--- config.mk ---
export PLATFORM = sky130hd
export DESIGN_NAME = nes_execution_controller
export DESIGN_NICKNAME = d
export VERILOG_FILES = /design/src/rtl/nes_execution_controller.sv
export SDC_FILE = /design/constraint.sdc
export NUM_CORES = 1
export LEC_CHECK = 0
export CORE_MARGIN = 2
export CORE_UTILIZATION = 35
export DETAILED_ROUTE_END_ITERATION = 7
export GPL_TIMING_DRIVEN = 1
export HOLD_SLACK_MARGIN = 0.02
export SLEW_MARGIN = 5
export SYNTH_ARGS = -nofsm -noshare
export SYNTH_HDL_FRONTEND = slang
export SYNTH_SLANG_ARGS = --single-unit
--- constraint.sdc ---
create_clock -name i_clk -period 2.9 [get_ports i_clk]
set_input_delay 0.29 -clock i_clk [delete_from_list [all_inputs] [get_ports i_clk]]
set_output_delay 0.29 -clock i_clk [all_outputs]
set_load 0.02 [all_outputs]
--- src/rtl/nes_execution_controller.sv ---
// Run/halt/step sequencer producing the NES clock enable, with an opcode-fetch
// breakpoint and a count of enabled NES cycles.
module nes_execution_controller #(
  parameter bit RESET_RUNNING = 1'b0,
  parameter int CYCLE_WIDTH   = 32
) (
  input  logic                   i_clk,
  input  logic                   i_reset,
  input  logic                   i_cmd_valid,
  input  logic [1:0]             i_cmd,
  input  logic [15:0]            i_step_count,
  output logic                   o_cmd_ready,
  input  logic                   i_bp_wr,
  input  logic                   i_bp_enable,
  input  logic [15:0]            i_bp_address,
  input  logic [15:0]            i_cpu_address,
  input  logic                   i_cpu_sync,
  input  logic                   i_cycle_clear,
  output logic                   o_ce,
  output logic                   o_halted,
  output logic [1:0]             o_state,
  output logic                   o_bp_hit,
  output logic [15:0]            o_steps_remaining,
  output logic [CYCLE_WIDTH-1:0] o_cycle_count
);

  localparam logic [1:0] HALTED   = 2'd0;
  localparam logic [1:0] RUNNING  = 2'd1;
  localparam logic [1:0] STEPPING = 2'd2;

  localparam logic [1:0] CMD_HALT = 2'd0;
  localparam logic [1:0] CMD_RUN  = 2'd1;
  localparam logic [1:0] CMD_STEP = 2'd2;

  localparam logic [1:0] RESET_STATE = RESET_RUNNING ? RUNNING : HALTED;

  logic [1:0]             state;
  logic [1:0]             state_next;
  logic                   ce;
  logic                   bp_hit;
  logic                   bp_hit_next;
  logic [15:0]            steps;
  logic [15:0]            steps_next;
  logic                   bp_enable;
  logic [15:0]            bp_address;
  logic [CYCLE_WIDTH-1:0] cycle_count;
  logic                   cmd_accept;
  logic                   bp_match;

  // STEP 0 and the reserved code are treated as if no command arrived at all.
  assign cmd_accept = i_cmd_valid &&
                      ((i_cmd == CMD_HALT) || (i_cmd == CMD_RUN) ||
                       ((i_cmd == CMD_STEP) && (i_step_count != 16'd0)));

  assign bp_match = ce && i_cpu_sync && bp_enable && (i_cpu_address == bp_address);

  always_comb begin
    state_next  = state;
    bp_hit_next = bp_hit;
    steps_next  = steps;
    if (cmd_accept) begin
      case (i_cmd)
        CMD_HALT: begin
          state_next = HALTED;
          steps_next = 16'd0;
        end
        CMD_RUN: begin
          state_next  = RUNNING;
          bp_hit_next = 1'b0;
          steps_next  = 16'd0;
        end
        default: begin
          state_next  = STEPPING;
          bp_hit_next = 1'b0;
          steps_next  = i_step_count;
        end
      endcase
    end else if (bp_match) begin
      state_next  = HALTED;
      bp_hit_next = 1'b1;
      steps_next  = 16'd0;
    end else if ((state == STEPPING) && ce) begin
      if (steps == 16'd1) begin
        state_next = HALTED;
        steps_next = 16'd0;
      end else begin
        steps_next = steps - 16'd1;
      end
    end
  end

  always_ff @(posedge i_clk or posedge i_reset) begin
    if (i_reset) begin
      state       <= RESET_STATE;
      ce          <= RESET_RUNNING;
      bp_hit      <= 1'b0;
      steps       <= 16'd0;
      bp_enable   <= 1'b0;
      bp_address  <= 16'd0;
      cycle_count <= '0;
    end else begin
      state  <= state_next;
      // ce is registered from the next state so it always mirrors the state register.
      ce     <= (state_next != HALTED);
      bp_hit <= bp_hit_next;
      steps  <= steps_next;
      if (i_bp_wr) begin
        bp_enable  <= i_bp_enable;
        bp_address <= i_bp_address;
      end
      if (i_cycle_clear) begin
        cycle_count <= '0;
      end else if (ce) begin
        cycle_count <= cycle_count + 1'b1;
      end
    end
  end

  assign o_cmd_ready       = ~i_reset;
  assign o_ce              = ce;
  assign o_halted          = (state == HALTED);
  assign o_state           = state;
  assign o_bp_hit          = bp_hit;
  assign o_steps_remaining = steps;
  assign o_cycle_count     = cycle_count;

endmodule

* Word level (Yosys, flattened, before mapping)
Index checks and enable logic that the tools add are counted.
** Storage, ports and cells
- Register bits :: 69
- Latch bits :: 0
- Bits in writable memories :: 0
- ROM bits :: 0
- Input bits :: 57
- Logic and storage cells :: 48
- Memories kept :: 0
** Operators by class
- Add/sub/neg operators :: 2
- Multipliers :: 0
- Divide/modulo/power cells :: 0
- Magnitude comparators :: 0
- Equality and inequality tests :: 6
- Shift-type cells :: 0
- Multiplexer cells :: 15
- Bitwise gates (word level) :: 1
- Reductions and logical operators :: 17
** Operators with widths (number)
- $mux 16 :: 5
- $mux 32 :: 2
- $add 32x1->32 const B :: 1
- $eq 16x1->1 const B :: 1
- $eq 16x16->1 :: 1
- $reduce_bool 16->1 :: 1
- $sub 16x1->16 const B :: 1
- $mux 2 :: 4
- $logic_and 1x1->1 :: 6
- $reduce_bool 2->1 :: 3
- $eq 2x2->1 const B :: 2
- $logic_not 2->1 :: 2
- $pmux 2 s2 :: 1
- $mux 1 :: 3
- $reduce_bool 3->1 :: 1
- $eq 2x1->1 const B :: 1
- $logic_or 1x1->1 :: 2
- $ne 2x2->1 const B :: 1
- $reduce_and 2->1 :: 1
- $reduce_or 2->1 :: 1
- $not 1->1 :: 1

* Logic depth before layout (Yosys ltp)
Gate-level depths: netlist of run 1.
- Depth in word-level cells :: 6
- Mapped depth :: 9

* Least setup slack after synthesis of run 1
Ideal clock, no wire load.
- Path type :: register -> register
- From :: reg steps[10] (netlist: o_steps_remaining[10])
- To :: reg ce (netlist: o_ce)
- Setup time :: 124 ps
- Arrival time :: 2446 ps
- Path slack :: 330 ps
- Cell stages (with the launch flop) :: 9
- Buffers on the path :: 2
- Cells stage by stage :: dfrtp_1 buf_6 or4_4 or4_4 or2_1 buf_6 o31a_1 o21ai_1 a2bb2oi_1
** On the way
- Cells in the longest elaborated chain, start to end :: 6
** Ends and longest elaborated chain
- start, declared :: RTL line 42 : logic [15:0] steps;
- start signal, assigned :: RTL line 106 : steps <= steps_next;
- $eq 16x1->1 :: RTL line 83 : if (steps == 16'd1) begin
- $mux 2 :: RTL line 83
- $mux 2 :: RTL line 82 : end else if ((state == STEPPING) && ce) begin
- $mux 2 :: RTL line 78 : end else if (bp_match) begin
- $mux 2 :: RTL line 61 : if (cmd_accept) begin
- $reduce_bool 2->1 :: RTL line 104 : ce <= (state_next != HALTED);
- end signal, assigned :: RTL line 104
- end, declared :: RTL line 39 : logic ce;
No other way between the ends.
A chain may end at the register's enable or synchronous reset.

* Worst setup path in the final report of run 1
- From :: reg steps[1] (netlist: o_steps_remaining[1])
- To :: reg ce (netlist: o_ce)
Same word-level chain as after synthesis.

==> results of run 1 <==
==> sequential cells by signal, indices dropped and copies added, names as in the netlist <==
| name | count |
|---|---|
| bp_address | 16 |
| o_cycle_count | 32 |
| o_ce | 1 |
| bp_enable | 1 |
| o_bp_hit | 1 |
| o_steps_remaining | 16 |
| o_state | 2 |
==> Yosys cell counts, types with 7 or more instances <==
cell type	n
nor4_1	9
mux2_2	17
o21ai_0	8
nand2_1	21
nand3_1	23
xnor2_1	22
a21oi_1	9
or3_1	9
clkbuf_1	12
inv_1	7
nand4_1	19
nor2_1	45
dfrtp_1	69
xor2_1	22
nor3_1	9
and2_1	7
==> layout make-up <==
class | count | share of cell area
multi-input combinational | 294 | 0.365
sequential | 69 | 0.324
tap | 136 | 0.0320
clock inverter | 7 | 0.0186
inverter | 7 | 0.00494
timing repair buffer | 128 | 0.232
clock buffer | 9 | 0.0233
==> critical path, stage by stage (launching register included) <==
cell	delay [ps]
dfrtp_1	410
inv_1	120
ha_1	150
or4b_1	460
or4_4	510
or2_1	350
o31a_1	290
o21ai_1	150
a2bb2oi_1	100
==> per-stage QoR <==
stage	worst slack [ps]	cells	hold WS [ps]	total power, mW	utilization
4_1_cts	244	650	535	3.13	0.513
3_5_place_dp	134	634	517	2.23	0.492
3_3_place_gp	224	634	511	2.22	0.492
6_report	243	650	530	3.11	0.513
2_1_floorplan	330	386	420	1.76	-
5_1_grt	61.6	650	529	3.29	0.513
==> cells by family (layout without fill, tap and decap cells) <==
kind of cell             after synthesis  in the layout  share of synthesized area
multiplexers                          19             19                     0.0561
AND/OR/NAND/NOR                      172            172                      0.241
AO/OA/AOI/OAI                         56             56                      0.106
adder cells (fa/ha/maj)                3              3                    0.00996
XOR/XNOR                              44             44                      0.102
flip-flops                            69             69                      0.458
buffers and inverters                 23            151                     0.0269
==> power by group through the flow <==
| stage | sequential (mW) | clock (mW) | combinational, mW |
|---|---|---|---|
| global route | 1.25 | 0.966 | 1.07 |
| global placement | 1.24 | 0 | 0.977 |
| finish | 1.23 | 0.894 | 0.987 |
| floorplan | 1.33 | 0 | 0.420 |
| detailed placement | 1.24 | 0 | 0.985 |
| CTS | 1.22 | 0.916 | 0.991 |
==> worst max path at each step <==
stage                           from               endpoint  slack (ps)  cells past startpoint
2_1_floorplan  o_steps_remaining[10]                   o_ce         330                      8
3_3_place_gp         i_step_count[8]  o_steps_remaining[10]         220                      7
3_5_place_dp       i_cpu_address[11]   o_steps_remaining[6]         130                      8
4_1_cts         o_steps_remaining[1]                   o_ce         240                      8
5_1_grt         o_steps_remaining[2]  o_steps_remaining[15]          60                      7
6_report        o_steps_remaining[1]                   o_ce         240                      8
==> layer usage <==
| metal | vias up | global-route usage | part of all wire | wire (um) |
|---|---|---|---|---|
| met5 | - | 0 | 0 | 0 |
| met4 | 0 | 0.0751 | 0.024 | 263 |
| met3 | 21 | 0.0460 | 0.056 | 622 |
| met2 | 109 | 0.312 | 0.48 | 5320 |
| met1 | 1718 | 0.266 | 0.44 | 4830 |
| li1 | 1657 | - | - | - |
==> flow_metrics.tcl, run 1 <==
set metrics [dict create \
    start_util 0.364 \
    drc 0 \
    drt-total-wl_um 11000 \
    vias 3505 \
    fp.dieW_um 108 \
    rr_worst_depth 8 \
    die_area_um2 11600 \
    cts_sinks 69 \
    first_pass_iters 4 \
    rsz0062_at_grt "no" \
    maxCapViolCount 0 \
    r2r-start "o_steps_remaining[1]" \
    async_flop_share 1.00 \
    chipHeight_um 108 \
    syn-cell-area_um2 3770 \
    ff2ff_setup_slack_ps 240 \
    netlist_instances 386 \
    antenna_found_initial 0 \
    yosysTopAreaCell "dfrtp_1" \
    setup_viol_count_final 0 \
    rows 37 \
    cts_buffers 9 \
    skew_ps 11.8 \
    p_comb_frac 0.318 \
    clkTransAtPathRegs_ps 90 \
    hold_class "flop to flop" \
    status "finished clean" \
    holdPathEnd "bp_address[12]" \
    internal_power_mw 2.04 \
    fin_crit_ps 2660 \
    p_switching_mw 1.07 \
    min-delay-start "bp_address[12]" \
    viasPerCell 5.39 \
    diodes 0 \
    tritoncts "built" \
    synth_flop_cell "dfrtp_1" \
    drt_iter0_markers 167 \
    avgSynthCellArea_um2 9.77 \
    layout_commonest_cell "clkdlybuf4s50_1" \
    ys_ff_latch 69 \
    synthToLayoutAreaGrowth_pct 41.2 \
    ys_seq_area_frac 0.458 \
    worstSetupEndpointType "flop" \
    drive_gt1_frac 0.113 \
    yosys_warnings 0 \
    slew_headroom 0.396 \
    clockBufferDepth 2 \
    design_area_um2 5320 \
    first_global_vias 3504 \
    critPathKind "flop to flop" \
    htreeDepth 3 \
    cts_root_buf "clkbuf_8" \
    ant_nets 0 \
    tns_ps 0 \
    reg2reg_to "o_ce" \
    ctsResizeCount 0 \
    arrival_ps 2890 \
    tightest_slew_ps 906 \
    io_buffer_count 110 \
    peakVddDrop_mv 0.259 \
    cp.required_ps 3140 \
    cellPowerDensity_nw_per_um2 583 \
    final-seq-area_um2 1730 \
    fin_crit_sh 0.916 \
    seq_power_share 0.395 \
    dpl.hpwl_um 8060 \
    p_clk_frac 0.288 \
    clock.fmax_mhz 376 \
    cts_setup_buffers 0 \
    multi_input_area_um2 1940 \
    placed_area_um2 5100 \
    final_cell_mix "110 x clkdlybuf4s50_1, 69 x dfrtp_1, 45 x nor2_1" \
    synthTopCellsByArea "dfrtp_1 46%, xnor2_1 5.1%, xor2_1 5.1%" \
    cts_hold_buf 0 \
    power_leakage_nw 2.09 \
    insertion_delay_ps 350 \
    synth_nets 446 \
    fill_cells 981 \
    ios 111 \
    grt_overflow 0 \
    grt_max_degree 70 \
    hold_depth 1 \
    path_max_fanout 8 \
    synth_cell_type_count 51 \
    synth_edf_count 0 \
    routabilityCongestion 0.844 \
    slew_viol_final 0 \
    grt_usage 0.198 \
    hold_viol 0 \
    grt_pass1_wl_um 17900 \
    core-area_um2 10400 \
    cp-start-kind "flop" \
    layout.nets 569 \
    p_sw_frac 0.344 \
    yosys.area.top_type_share 0.458 \
    wire_per_inst_um 17.0 \
]
Power figures use the tool's default switching activity.
==> run 2, diff against run 1 <==
--- a/config.mk
+++ b/config.mk
@@ -8,8 +8,9 @@
 export CORE_MARGIN = 2
 export CORE_UTILIZATION = 35
 export DETAILED_ROUTE_END_ITERATION = 7
-export GPL_TIMING_DRIVEN = 1
 export HOLD_SLACK_MARGIN = 0.02
+export PLACE_DENSITY_LB_ADDON = 0.2
+export REMOVE_ABC_BUFFERS = 1
 export SLEW_MARGIN = 5
 export SYNTH_ARGS = -nofsm -noshare
 export SYNTH_HDL_FRONTEND = slang
==> run 2 against run 1 <==
Compared with the run above: utilization fell by 0.48 points; largest cell class unchanged; critical endpoint unchanged; sequential power barely moved; wire length fell by 6.5%.
==> flow_metrics.tcl, run 2 (same netlist as run 1, synthesis figures left out) <==
set metrics [dict create \
    status "finished clean" \
    slew_viol_final 0 \
    cts_setup_buffers 0 \
    vias 3466 \
    die_area_um2 11600 \
    first_pass_iters 5 \
    rows 37 \
    grt_overflow 0 \
    first_global_vias 3420 \
    cts_sinks 69 \
    drt_iter0_markers 279 \
    met1_length_um 4740 \
    slew_headroom 0.392 \
    final_cell_mix "110 x clkdlybuf4s50_1, 69 x dfrtp_1, 45 x nor2_1" \
    drt-total-wl_um 10300 \
    viasPerCell 5.35 \
    ant_nets 0 \
    largest_register_ffs 32 \
    dr_wl_met2_um 4500 \
    chipHeight_um 108 \
    ff2ff_setup_slack_ps 150 \
    p_switching_mw 1.03 \
    cp.required_ps 3120 \
    clkTransAtPathRegs_ps 70 \
    routabilityCongestion 0.854 \
    fill_cells 975 \
    skew_ps 14.4 \
    p_comb_frac 0.321 \
    critPathKind "flop to flop" \
    grt_max_degree 70 \
    route.met3.wl_um 884 \
    dpl.hpwl_um 7650 \
    peakVddDrop_mv 0.242 \
    layout_commonest_cell "clkdlybuf4s50_1" \
    tritoncts "built" \
    highest_layer "met4" \
    htreeDepth 3 \
    ios 111 \
    grt_pass1_wl_um 17000 \
    setup_viol_count_final 0 \
    insertion_delay_ps 340 \
    worstSetupEndpointType "flop" \
    io_buffer_count 110 \
    cts_hold_buf 0 \
    grt_usage 0.186 \
    clock.fmax_mhz 363 \
    power_leakage_nw 2.06 \
    antenna_found_initial 0 \
    hold_viol 0 \
    layout.nets 567 \
    arrival_ps 2970 \
    dp_slack_ps 178 \
    clockBufferDepth 2 \
    p_clk_frac 0.254 \
    internal_power_mw 1.89 \
    start_util 0.364 \
    ctsResizeCount 0 \
    drc 0 \
    setup_slack_ps 148 \
    cts_buffers 9 \
    tns_ps 0 \
    core-area_um2 10400 \
    fin_crit_ps 2750 \
    hold_class "flop to flop" \
    synthToLayoutAreaGrowth_pct 39.9 \
    cellPowerDensity_nw_per_um2 554 \
    diodes 0 \
    p_sw_frac 0.352 \
    maxCapViolCount 0 \
    seq_power_share 0.425 \
    wire_per_inst_um 15.9 \
    fin_crit_sh 0.949 \
    fp.dieW_um 108 \
    cts_root_buf "clkbuf_8" \
    rsz0062_at_grt "no" \
    drive_gt1_frac 0.107 \
    tightest_slew_ps 912 \
    path_max_fanout 8 \
    cp-start-kind "flop" \
]
## run 2: cell count changes in the layout (fill, tap and decap cells not counted)
cell        previous run  this run
buf_4                 18        16
inv_6                  1         0
clkbuf_8               9        11
clkinvlp_4             1         2
clkbuf_1               0         1
clkinv_2               1         0
bufinv_16              2         0
## run 2: layout make-up
| type | count | area, um^2 | share of cell area |
|---|---|---|---|
| inverter | 7 | 26.3 | 0.00498 |
| clock buffer | 12 | 155 | 0.0294 |
| tap | 136 | 170 | 0.0323 |
| multi-input combinational | 294 | 1940 | 0.368 |
| timing repair buffer | 126 | 1220 | 0.232 |
| clock inverter | 4 | 32.5 | 0.00617 |
| sequential | 69 | 1730 | 0.327 |
## run 2: worst max-delay path: stages (launching register included)
cell       delay, ps
dfrtp_1          410
inv_1            130
ha_1             150
or4b_1           520
or4_4            530
or2_1            370
o31a_1           310
o21ai_1          130
a2bb2oi_1         90
## run 2: final timing paths
| path | start | end | depth (start not counted) |
|---|---|---|---|
| worst max-delay path | o_steps_remaining[1] | o_ce | 8 |
| worst min register to register | bp_address[15] | bp_address[15] | 1 |
| max in group asynchronous | i_reset | o_cycle_count[3] | 3 |
| worst max register to register | o_steps_remaining[1] | o_ce | 8 |
| worst min-delay path | bp_address[15] | bp_address[15] | 1 |
| min in group asynchronous | i_reset | o_cycle_count[20] | 3 |
## run 2: power groups by stage
stage               registers (mW)  logic, mW  clock network (mW)
floorplan                     1.34      0.387                   0
global placement              1.25      0.935                   0
detailed placement            1.26      0.939                   0
CTS                           1.24      0.941               0.770
global route                  1.26       1.02               0.814
finish                        1.24      0.940               0.742
## run 2: per-stage QoR
step	utilization	std cells	cell area (um^2)	hold WS [ps]	power, mW
detailed placement	0.490	632	5090	514	2.20
global route	0.509	648	5270	541	3.10
floorplan	-	370	3690	353	1.73
CTS	0.509	648	5270	534	2.95
global placement	0.490	632	5090	514	2.18
finish	0.509	648	5270	533	2.92
## run 2: metal layers
layer / track usage / vias up
li1: - / 1659
met3: 0.0466 / 22
met2: 0.270 / 172
met4: 0.0733 / 0
met1: 0.263 / 1613
met5: 0 / -
